### config.mk
export PLATFORM = sky130hd
export DESIGN_NAME = instruction_cache_controller_flat
export DESIGN_NICKNAME = d
export VERILOG_FILES = /design/src/rtl/ifetch_pkg.sv /design/src/rtl/instruction_cache_controller_if.sv /design/src/rtl/cache_line_array.sv /design/src/rtl/instruction_cache_controller.sv /design/src/flat_wrapper.sv
export SDC_FILE = /design/constraint.sdc
export NUM_CORES = 1
export LEC_CHECK = 0
export BUFFER_PORTS_ARGS = -buffer_cell sky130_fd_sc_hd__buf_2
export CORE_MARGIN = 5
export CORE_UTILIZATION = 65
export DETAILED_ROUTE_END_ITERATION = 8
export PLACE_DENSITY = 0.95
export SLEW_MARGIN = 30
export SYNTH_ARGS = -nofsm -noshare
export SYNTH_HDL_FRONTEND = slang
export SYNTH_SLANG_ARGS = --single-unit
### constraint.sdc
create_clock -name clk -period 13.89 [get_ports clk]
set_input_delay 0 -clock clk [delete_from_list [all_inputs] [get_ports clk]]
set_output_delay 0 -clock clk [all_outputs]
set_load 0.01 [all_outputs]
### src/rtl/ifetch_pkg.sv
// Shared fetch-side types and line layout for the instruction cache.
// Exports cacheState, line/word widths and the word-select helper.
package ifetch_pkg;

  localparam int LINE_WIDTH  = 64;
  localparam int WORD_WIDTH  = 32;
  localparam int HI_WORD_LSB = 32;
  localparam int LO_WORD_LSB = 0;

  typedef enum logic [1:0] {
    IDLE    = 2'd0,
    REQUEST = 2'd1,
    WAIT    = 2'd2
  } cacheState;

  // offset 0 selects the upper word of the line
  function automatic logic [WORD_WIDTH-1:0] select_word(
    input logic [LINE_WIDTH-1:0] line,
    input logic                  offset
  );
    return offset ? line[LO_WORD_LSB +: WORD_WIDTH]
                  : line[HI_WORD_LSB +: WORD_WIDTH];
  endfunction

endpackage

### src/rtl/instruction_cache_controller_if.sv
// Fetch-side and memory-side bus of the instruction cache.
// master: fetch/memory environment; slave: the cache controller.
interface instruction_cache_controller_if;

  logic [31:0] fetchPC;
  logic        fetchValid;
  logic        flush;
  logic [31:0] instruction;
  logic        instructionValid;
  logic        stallFetch;
  logic        memRequest;
  logic [31:0] memPC;
  logic [63:0] memLineData;
  logic        memReceived;
  logic [15:0] missCount;

  modport master (
    output fetchPC, fetchValid, flush,
    output memLineData, memReceived,
    input  instruction, instructionValid, stallFetch,
    input  memRequest, memPC, missCount
  );

  modport slave (
    input  fetchPC, fetchValid, flush,
    input  memLineData, memReceived,
    output instruction, instructionValid, stallFetch,
    output memRequest, memPC, missCount
  );

endinterface

### src/rtl/cache_line_array.sv
// Valid/tag/data storage: async read by index, sync write,
// sync clear-all and async reset of the valid bits.
module cache_line_array
  import ifetch_pkg::*;
#(
  parameter int numLines   = 8,
  parameter int indexWidth = 3,
  parameter int tagWidth   = 26
) (
  input  logic                  clk,
  input  logic                  reset,
  input  logic [indexWidth-1:0] rd_index,
  output logic                  rd_valid,
  output logic [tagWidth-1:0]   rd_tag,
  output logic [LINE_WIDTH-1:0] rd_data,
  input  logic                  wr_en,
  input  logic [indexWidth-1:0] wr_index,
  input  logic [tagWidth-1:0]   wr_tag,
  input  logic [LINE_WIDTH-1:0] wr_data,
  input  logic                  clear
);

  logic [numLines-1:0]   valid;
  logic [tagWidth-1:0]   tags  [numLines];
  logic [LINE_WIDTH-1:0] lines [numLines];

  always_ff @(posedge clk or negedge reset) begin
    if (!reset) begin
      valid <= '0;
    end else if (clear) begin
      valid <= '0;
    end else if (wr_en) begin
      valid[wr_index] <= 1'b1;
    end
  end

  always_ff @(posedge clk) begin
    if (wr_en) begin
      tags[wr_index]  <= wr_tag;
      lines[wr_index] <= wr_data;
    end
  end

  assign rd_valid = valid[rd_index];
  assign rd_tag   = tags[rd_index];
  assign rd_data  = lines[rd_index];

endmodule

### src/rtl/instruction_cache_controller.sv
// Direct-mapped I-cache with single-refill sequencer.
// Ports: clk, reset (async, active-low), bus (slave modport).
module instruction_cache_controller
  import ifetch_pkg::*;
#(
  parameter int numLines       = 8,
  parameter int missCountWidth = 16
) (
  input logic                           clk,
  input logic                           reset,
  instruction_cache_controller_if.slave bus
);

  localparam int IB = $clog2(numLines);
  localparam int TW = 29 - IB;

  cacheState state;
  cacheState state_n;

  // missPC without its always-zero low three bits
  logic [28:0]               miss_line;
  logic                      discard;
  logic [missCountWidth-1:0] miss_cnt;

  logic [IB-1:0]         rd_index;
  logic [TW-1:0]         fetch_tag;
  logic                  rd_valid;
  logic [TW-1:0]         rd_tag;
  logic [LINE_WIDTH-1:0] rd_data;
  logic                  wr_en;
  logic                  hit;
  logic                  stall;

  assign rd_index  = bus.fetchPC[3 +: IB];
  assign fetch_tag = bus.fetchPC[31 -: TW];

  // a flush arriving with the line drops it as well
  assign wr_en = (state == WAIT) && bus.memReceived
               && !discard && !bus.flush;

  cache_line_array #(
    .numLines  (numLines),
    .indexWidth(IB),
    .tagWidth  (TW)
  ) u_array (
    .clk     (clk),
    .reset   (reset),
    .rd_index(rd_index),
    .rd_valid(rd_valid),
    .rd_tag  (rd_tag),
    .rd_data (rd_data),
    .wr_en   (wr_en),
    .wr_index(miss_line[IB-1:0]),
    .wr_tag  (miss_line[28 -: TW]),
    .wr_data (bus.memLineData),
    .clear   (bus.flush)
  );

  always_ff @(posedge clk or negedge reset) begin
    if (!reset) state <= IDLE;
    else        state <= state_n;
  end

  always_comb begin
    state_n = state;
    stall   = 1'b0;
    hit     = (state == IDLE) && bus.fetchValid
            && rd_valid && (rd_tag == fetch_tag);
    unique case (state)
      IDLE: begin
        if (bus.fetchValid && !hit) begin
          state_n = REQUEST;
          stall   = 1'b1;
        end
      end
      REQUEST: begin
        state_n = WAIT;
        stall   = 1'b1;
      end
      WAIT: begin
        stall = 1'b1;
        if (bus.memReceived) state_n = IDLE;
      end
      default: state_n = IDLE;
    endcase
  end

  always_ff @(posedge clk or negedge reset) begin
    if (!reset) begin
      miss_line <= '0;
      discard   <= 1'b0;
      miss_cnt  <= '0;
    end else begin
      if (state == IDLE && state_n == REQUEST) begin
        miss_line <= bus.fetchPC[31:3];
        if (miss_cnt != '1) miss_cnt <= miss_cnt + 1'b1;
      end
      if (state == WAIT && bus.memReceived) begin
        discard <= 1'b0;
      end else if (bus.flush && state != IDLE) begin
        discard <= 1'b1;
      end
    end
  end

  // outputs forced quiet while reset is held
  assign bus.instructionValid = reset && hit;
  assign bus.instruction = (reset && hit)
    ? select_word(rd_data, bus.fetchPC[2]) : '0;
  assign bus.stallFetch = reset && stall;
  assign bus.memRequest = reset && (state == REQUEST);
  assign bus.memPC      = {miss_line, 3'b000};
  assign bus.missCount  = 16'(miss_cnt);

endmodule

### src/flat_wrapper.sv
// flat-port wrapper written by rule: the top's interface ports become plain ports
module instruction_cache_controller_flat import ifetch_pkg::*;
#(
  parameter int numLines       = 8,
  parameter int missCountWidth = 16
)
  (clk, reset, bus_fetchPC, bus_fetchValid, bus_flush, bus_memLineData, bus_memReceived, bus_instruction, bus_instructionValid, bus_stallFetch, bus_memRequest, bus_memPC, bus_missCount);
  instruction_cache_controller_if bus_i ();
  input logic clk;
  input logic reset;
  input wire logic [$bits(bus_i.fetchPC)-1:0] bus_fetchPC;
  input wire logic [$bits(bus_i.fetchValid)-1:0] bus_fetchValid;
  input wire logic [$bits(bus_i.flush)-1:0] bus_flush;
  input wire logic [$bits(bus_i.memLineData)-1:0] bus_memLineData;
  input wire logic [$bits(bus_i.memReceived)-1:0] bus_memReceived;
  output wire logic [$bits(bus_i.instruction)-1:0] bus_instruction;
  output wire logic [$bits(bus_i.instructionValid)-1:0] bus_instructionValid;
  output wire logic [$bits(bus_i.stallFetch)-1:0] bus_stallFetch;
  output wire logic [$bits(bus_i.memRequest)-1:0] bus_memRequest;
  output wire logic [$bits(bus_i.memPC)-1:0] bus_memPC;
  output wire logic [$bits(bus_i.missCount)-1:0] bus_missCount;
  assign bus_i.fetchPC = bus_fetchPC;
  assign bus_i.fetchValid = bus_fetchValid;
  assign bus_i.flush = bus_flush;
  assign bus_i.memLineData = bus_memLineData;
  assign bus_i.memReceived = bus_memReceived;
  assign bus_instruction = bus_i.instruction;
  assign bus_instructionValid = bus_i.instructionValid;
  assign bus_stallFetch = bus_i.stallFetch;
  assign bus_memRequest = bus_i.memRequest;
  assign bus_memPC = bus_i.memPC;
  assign bus_missCount = bus_i.missCount;
  instruction_cache_controller #(.numLines(numLines), .missCountWidth(missCountWidth)) u_core (.clk(clk), .reset(reset), .bus(bus_i));
endmodule
; Word level (Yosys, flattened, before mapping)
; Memory sizes are Yosys's and may differ from the RTL's.
; Index checks and enable logic that the tools add are counted.
[totals]
output_inout_bits = 83
wordCells = 56
mem_bits_rw = 720
mem_count = 2
register_bits = 56
[mem_list]
columns = memory, words, width, read_ports, rd_clocked_by_memory_dff, wr, line_no
row1 = u_core.u_array.lines, 8, 64, 1, 0, 1, cache_line_array.sv:25  ; logic [LINE_WIDTH-1:0] lines [numLines];
row2 = u_core.u_array.tags, 8, 26, 1, 0, 1, cache_line_array.sv:24  ; logic [tagWidth-1:0] tags [numLines];
[classes]
n_mux = 17
n_reduce_logical = 22
n_addsub = 1
n_eq_ne = 5
magnitude_cmp = 3
bitwise_logic = 1
[op_table]
columns = cell, count
row1 = 32-bit two-way mux, 2
row2 = 26-bit == test, 1
row3 = "16-bit by 1-bit adder with 16-bit output, second input constant", 1
row4 = 8-bit two-way mux, 2
row5 = "16-bit != test, second input constant", 1
row6 = 1-bit logical AND, 13
row7 = "3-bit by 4-bit less-than comparator with 1-bit output, second input constant", 2
row8 = 8-bit OR, 1
row9 = 1-bit two-way mux, 7
row10 = 2-bit one-hot mux with 3 select lines, 1
row11 = 2-bit nonzero test, 3
row12 = "2-bit by 1-bit == test with 1-bit output, second input constant", 2
row13 = 2-bit two-way mux, 2
row14 = 1-bit binary-select mux with 3-bit select, 1
row15 = 1-bit demux with 3-bit select, 1
row16 = "3-bit by 1-bit >= comparator with 1-bit output, second input constant", 1
row17 = 1-bit logical NOT, 3
row18 = "2-bit == test, second input constant", 1
row19 = 2-bit logical NOT, 1
row20 = 1-bit one-hot mux with 2 select lines, 1
row21 = 2-bit AND reduction, 1
row22 = 2-bit OR reduction, 1

; Longest topological paths before layout
[logic_depth]
word_depth = 11
depth_mapped = 13

; Hierarchy
; From an unflattened synthesis, not the netlist that was laid out.
[unflattened]
hier_cells = 1369
area_unflattened_um2 = 31303.8
[by_module_without_submodules]
columns = module, seq_area_each_um2, instances, area_per_inst_um2, cells_per_inst
row1 = cache_line_array, 21820.9, 1, 28368.5, 1085
row2 = instruction_cache_controller, 1201.2, 1, 2935.3, 284

; Least setup slack after synthesis
; OpenSTA, ideal clock, no wires.
[synth_timing]
path_type = reg-to-reg
startpoint = register u_core.state[0]
endpoint = memory u_core.u_array.lines[1][0] (enable)
synth_period_minus_slack_ps = 7737
required_time_ps = 13239
setup_slack_ps = 6153
path_stages_with_launch = 5
setup_ps = 651
arrival_ps = 7086
path_cell_list = dfrtp_1 -> inv_1 -> ha_1 -> nand4_1 -> nor3_1
[synth_between]
elab_chain_cells = 6
[synth_rtl]
columns = item, line_no
row1 = start: declaration, instruction_cache_controller.sv:17  ; cacheState state;
row2 = start signal: assignment, instruction_cache_controller.sv:61  ; else state <= state_n;
row3 = 2-bit == test, instruction_cache_controller.sv:38  ; assign wr_en = (state == WAIT) && bus.memReceived
row4 = 1-bit logical AND, instruction_cache_controller.sv:38
row5 = 1-bit logical AND (2 in a row), instruction_cache_controller.sv:39  ; && !discard && !bus.flush;
row6 = 1-bit two-way mux, cache_line_array.sv:38  ; if (wr_en) begin
row7 = 1-bit two-way mux (not written as such), cache_line_array.sv:40  ; lines[wr_index] <= wr_data;
row8 = end: declaration, cache_line_array.sv:25
; Every way passes these cells.

; Final worst setup path
[layout_timing]
startpoint = input port bus_fetchPC[3]
endpoint = output port bus_instruction[11]
[layout_between]
elab_chain_cells = 6
word_cells_on_any_way = 10
cone_classes = 1 x eq/ne / 4 x mux / 3 x reduce/logical / 2 x memory
[layout_rtl]
columns = item, line_no
row1 = start: declaration, flat_wrapper.sv:11  ; input wire logic [$bits(bus_i.fetchPC)-1:0] bus_fetchPC;
row2 = "parallel branches: the longest is 5 deep, another holds memory read 8 x 26 bit", -
row3 = 32-bit two-way mux (*), instruction_cache_controller.sv:109  ; ? select_word(rd_data, bus.fetchPC[2]) : '0;
row4 = end: declaration, flat_wrapper.sv:16  ; output wire logic [$bits(bus_i.instruction)-1:0] bus_instruction;
; Every way passes the cells marked *. The select of a mux whose other input is x is not followed.

==> impl_summary.md <==
Clock network
The number of levels in the clock H-tree is 3. The root buffer cell is clkbuf_16. The CTS tree is done. The post-CTS setup-driven buffer insertion count is 0. The maximum number of buffers from clock root to sink is 3. The post-CTS clock slew at the launch and capture registers of the worst setup and hold paths is 0.06 ns. TritonCTS created 75 clock buffers. The number of sinks handled by clock tree synthesis is 776. The clock reaches the later pin of the worst-skew pair after 0.61 ns.

Floorplanning
The count of boundary I/O pins is 184. From bottom edge to top edge, the die measures 226 µm. The horizontal extent of the die is 226 µm. The floorplan has 79 rows.

The starting density of the core is 0.653. The floorplan step defined a die boundary enclosing 50,900 µm². The placeable core area is 46,300 µm².

Route
The met2 routed wirelength is 38,000 µm. The first routing iteration left 2,034 violations. The number of vias per cell is 6.68.

After detailed routing, the number of remaining DRC violations is 0. The met1 wire length is 26,200 µm. The first-pass detailed-route iteration total is 6. The number of nets with antenna violations after routing is 0. The met3 wire length is 6040 µm.

The total wire length is 72,200 µm. The top routing layer in use is met5. The post-detailed-route wirelength per cell is 30.8 µm. The routed via count is 15,600.

Timing
The setup clock skew after layout is 0.0174 ns. The max-slew violation count is 0. The number of setup violations in the final report is 0.

Adding up every negative setup slack in the final design gives 0 ns. Headroom to the max-slew limit came out at 0.341. The slew at the pin closest to its max-slew limit is 0.989 ns. Setup repair after global routing left no endpoint under its margin. The shortest clock period the worst path allows after layout is 4.76 ns. The number of failing hold endpoints at the final stage is 0. Timing would allow up to 210 MHz.

The part of the cycle the worst path needs is 0.343.

Power
The total power density per cell area is 153 nW/µm². In this run the static leakage power is 12.1 nW. The post-route total power is 5.38 mW. The largest vdd supply drop is 0.156 mV.

Finish
The area growth from synthesis to final layout is 16.7%. The post-layout instance count excluding filler cells is 2,341. Leaving out fill and tap cells, the most frequent cells in the layout are edfxtp_1 (720), mux4_2 (194), buf_2 (174), dlygate4sd3_1 (96), clkbuf_16 (79).

The library cell used most frequently in the layout, excluding fill and tap cells, is edfxtp_1. With fillers left out, the area of the finished cells amounts to 35,300 µm². Measured on the finished design, the core utilization comes to 0.762. Of the cells placed in the final design, the portion with a size suffix greater than 1 is 0.316. The final net count is 1,782.

Synthesis
The number of flops mapped to enable cells by yosys is 720. For this run, the register share of the synthesized area comes to 0.762. The average footprint of a synthesized cell is 22.2 µm². The synthesized netlist occupies a cell area of 30,200 µm².

The count of cell types in the netlist is 54. The dominant synthesized flop cell is edfxtp_1. For this run, the number of Yosys warnings is 0. After synthesis, the share of flip-flops with an asynchronous set or reset is 0.0722. Counting flops and latches in the post-synthesis netlist gives 776. The post-synthesis cell count is 1,359.

Setup path
The type of the worst setup path is primary input to output pin. The start of the worst register-to-register path is u_core.u_array.tags[3][0]. In this run the critical register-to-register path is captured at u_core.miss_line[4]. The worst register-to-register path has a setup slack of 10.20 ns. Measured in cells, the most critical reg-to-reg path has a length of 9.

The worst path required time is 13.89 ns. Of all nets on the critical path, the largest fanout is 51. The worst setup path is launched from a primary input. The arrival time reported for the critical path endpoint is 4.76 ns.

The capturing element type of the critical path is an output pin.

Global route
The number of global-route vias before repair is 16,500. The initial antenna violation count came to 5. The first global-routing pass estimated 106,000 µm of wire. The total routing resource utilization after global routing is 0.285. The total global routing overflow is 0. Entering global routing, the biggest net connects 87 pins.

Hold path
The worst hold path begins at bus_fetchPC[4]. The worst-case hold path end point is u_core.miss_line[1]. The number of cells on the worst hold path is 2. The worst hold path belongs to the class primary input to flip-flop.

Job
Across the run, the number of max-cap violations was 0.

Place
The area of placed instances is 31,800 µm². After detailed placement, the design holds a cell count of 2,107. Buffers placed on the I/O ports in this run total 178. The detailed placement HPWL is 37,400 µm. Routability-driven placement finished with a final weighted congestion of 0.781.

Status
The flow ran to the end, and the final reports show no timing, DRC or antenna violations.
[registers in the layout, summed over array words and instances (netlist names)]
signal                cells
u_core.u_array.tags     208
u_core.u_array.valid      8
u_core.state              2
u_core.discard            1
u_core.bus.missCount     16
u_core.u_array.lines    512
u_core.miss_line         29
[synth_stat cells, types with 2 or more instances]
library cell,instances,area share
a211oi_1,2,0.00050
a21o_1,8,0.0020
a21oi_1,7,0.0012
a22o_1,2,0.00058
a22oi_1,9,0.0022
and2_1,3,0.00062
and3_1,9,0.0019
buf_1,4,0.00050
buf_2,23,0.0038
buf_4,12,0.0030
buf_6,3,0.0011
clkbuf_1,19,0.0024
dfrtp_1,56,0.046
edfxtp_1,720,0.72
ha_1,5,0.0021
inv_1,10,0.0012
mux2_1,16,0.0060
mux2_2,19,0.0071
mux2_4,8,0.0040
mux2i_1,43,0.014
mux4_2,194,0.14
nand2_1,13,0.0016
nand2b_1,5,0.0010
nand3_1,15,0.0025
nand4_1,8,0.0017
nand4b_1,2,0.00058
nor2_1,20,0.0025
nor2b_1,39,0.0081
nor3_1,14,0.0023
nor4b_1,4,0.0012
o2111ai_1,2,0.00058
o21ai_0,2,0.00033
o21ai_1,4,0.00066
o22ai_1,8,0.0017
or3_1,2,0.00041
xnor2_1,3,0.00087
xor2_1,29,0.0084
[per-layer routing]
metal  vias up  GRT usage
met5         -          0
met4         2     0.0832
met3       134     0.0451
met2       986      0.487
met1      8239      0.392
li1       6285          -
[how the worst max path moves through the flow]
stage	slack, ns	end	from
after floorplan	6.15	u_core.u_array.lines[1][0]	u_core.state[0]
after global routing	8.87	bus_instruction[11]	bus_fetchPC[3]
after detailed placement	9.00	u_core.miss_line[3]	bus_fetchPC[3]
final	9.13	bus_instruction[11]	bus_fetchPC[3]
after CTS	9.05	bus_instruction[24]	bus_fetchPC[3]
after global placement	8.73	u_core.miss_line[5]	bus_fetchPC[3]
[area by class of cell]
class	instances	area, µm²
flip-flops and latches	776	23000
fillers	2324	11000
multi-input cells	512	6880
repair buffers	301	2160
clock buffers	92	2040
well taps	607	759
clock inverters	41	360
inverters	10	37.5
diodes	2	5.00
[per-stage QoR]
step           hold WS [ns]  setup WS (ns)
2_1_floorplan        -0.296           6.15
3_3_place_gp          0.203           8.73
3_5_place_dp          0.215           9.00
4_1_cts              0.0132           9.05
5_1_grt              0.0500           8.87
6_report             0.0351           9.13
[cell families after synthesis]
logic type / Yosys count / synth area share
XOR/XNOR: 32 / 0.00927
AO/OA/AOI/OAI: 51 / 0.0116
adder cells (fa/ha/maj): 5 / 0.00207
other: 1 / 0.000124
buffers and inverters: 73 / 0.0132
multiplexers: 280 / 0.176
flip-flops: 776 / 0.762
AND/OR/NAND/NOR: 141 / 0.0261
[where the power goes]
| group | switching [mW] | internal, mW | total, mW |
|---|---|---|---|
| sequential | 0.137 | 2.72 | 2.86 |
| clock | 0.859 | 1.15 | 2.01 |
| combinational | 0.270 | 0.237 | 0.507 |
[repair_timing]
item / 4_1_cts / 5_1_grt
hold buffers: 95 / 1
endpoints found under the hold margin: 605 / 1
gates resized for setup: 0 / 0
[worst max-delay path, stage by stage]
cell and delay, ns:
dlygate4sd3_1 0.56, buf_8 0.27, buf_6 0.59, mux4_2 0.58, mux2i_1 0.19, xor2_1 0.39
nand4_1 0.19, nor4b_1 0.39, nand4_1 0.30, or2_2 0.52, buf_12 0.23, nor2b_1 0.25
buf_2 0.18
Power figures use the tool's default switching activity.
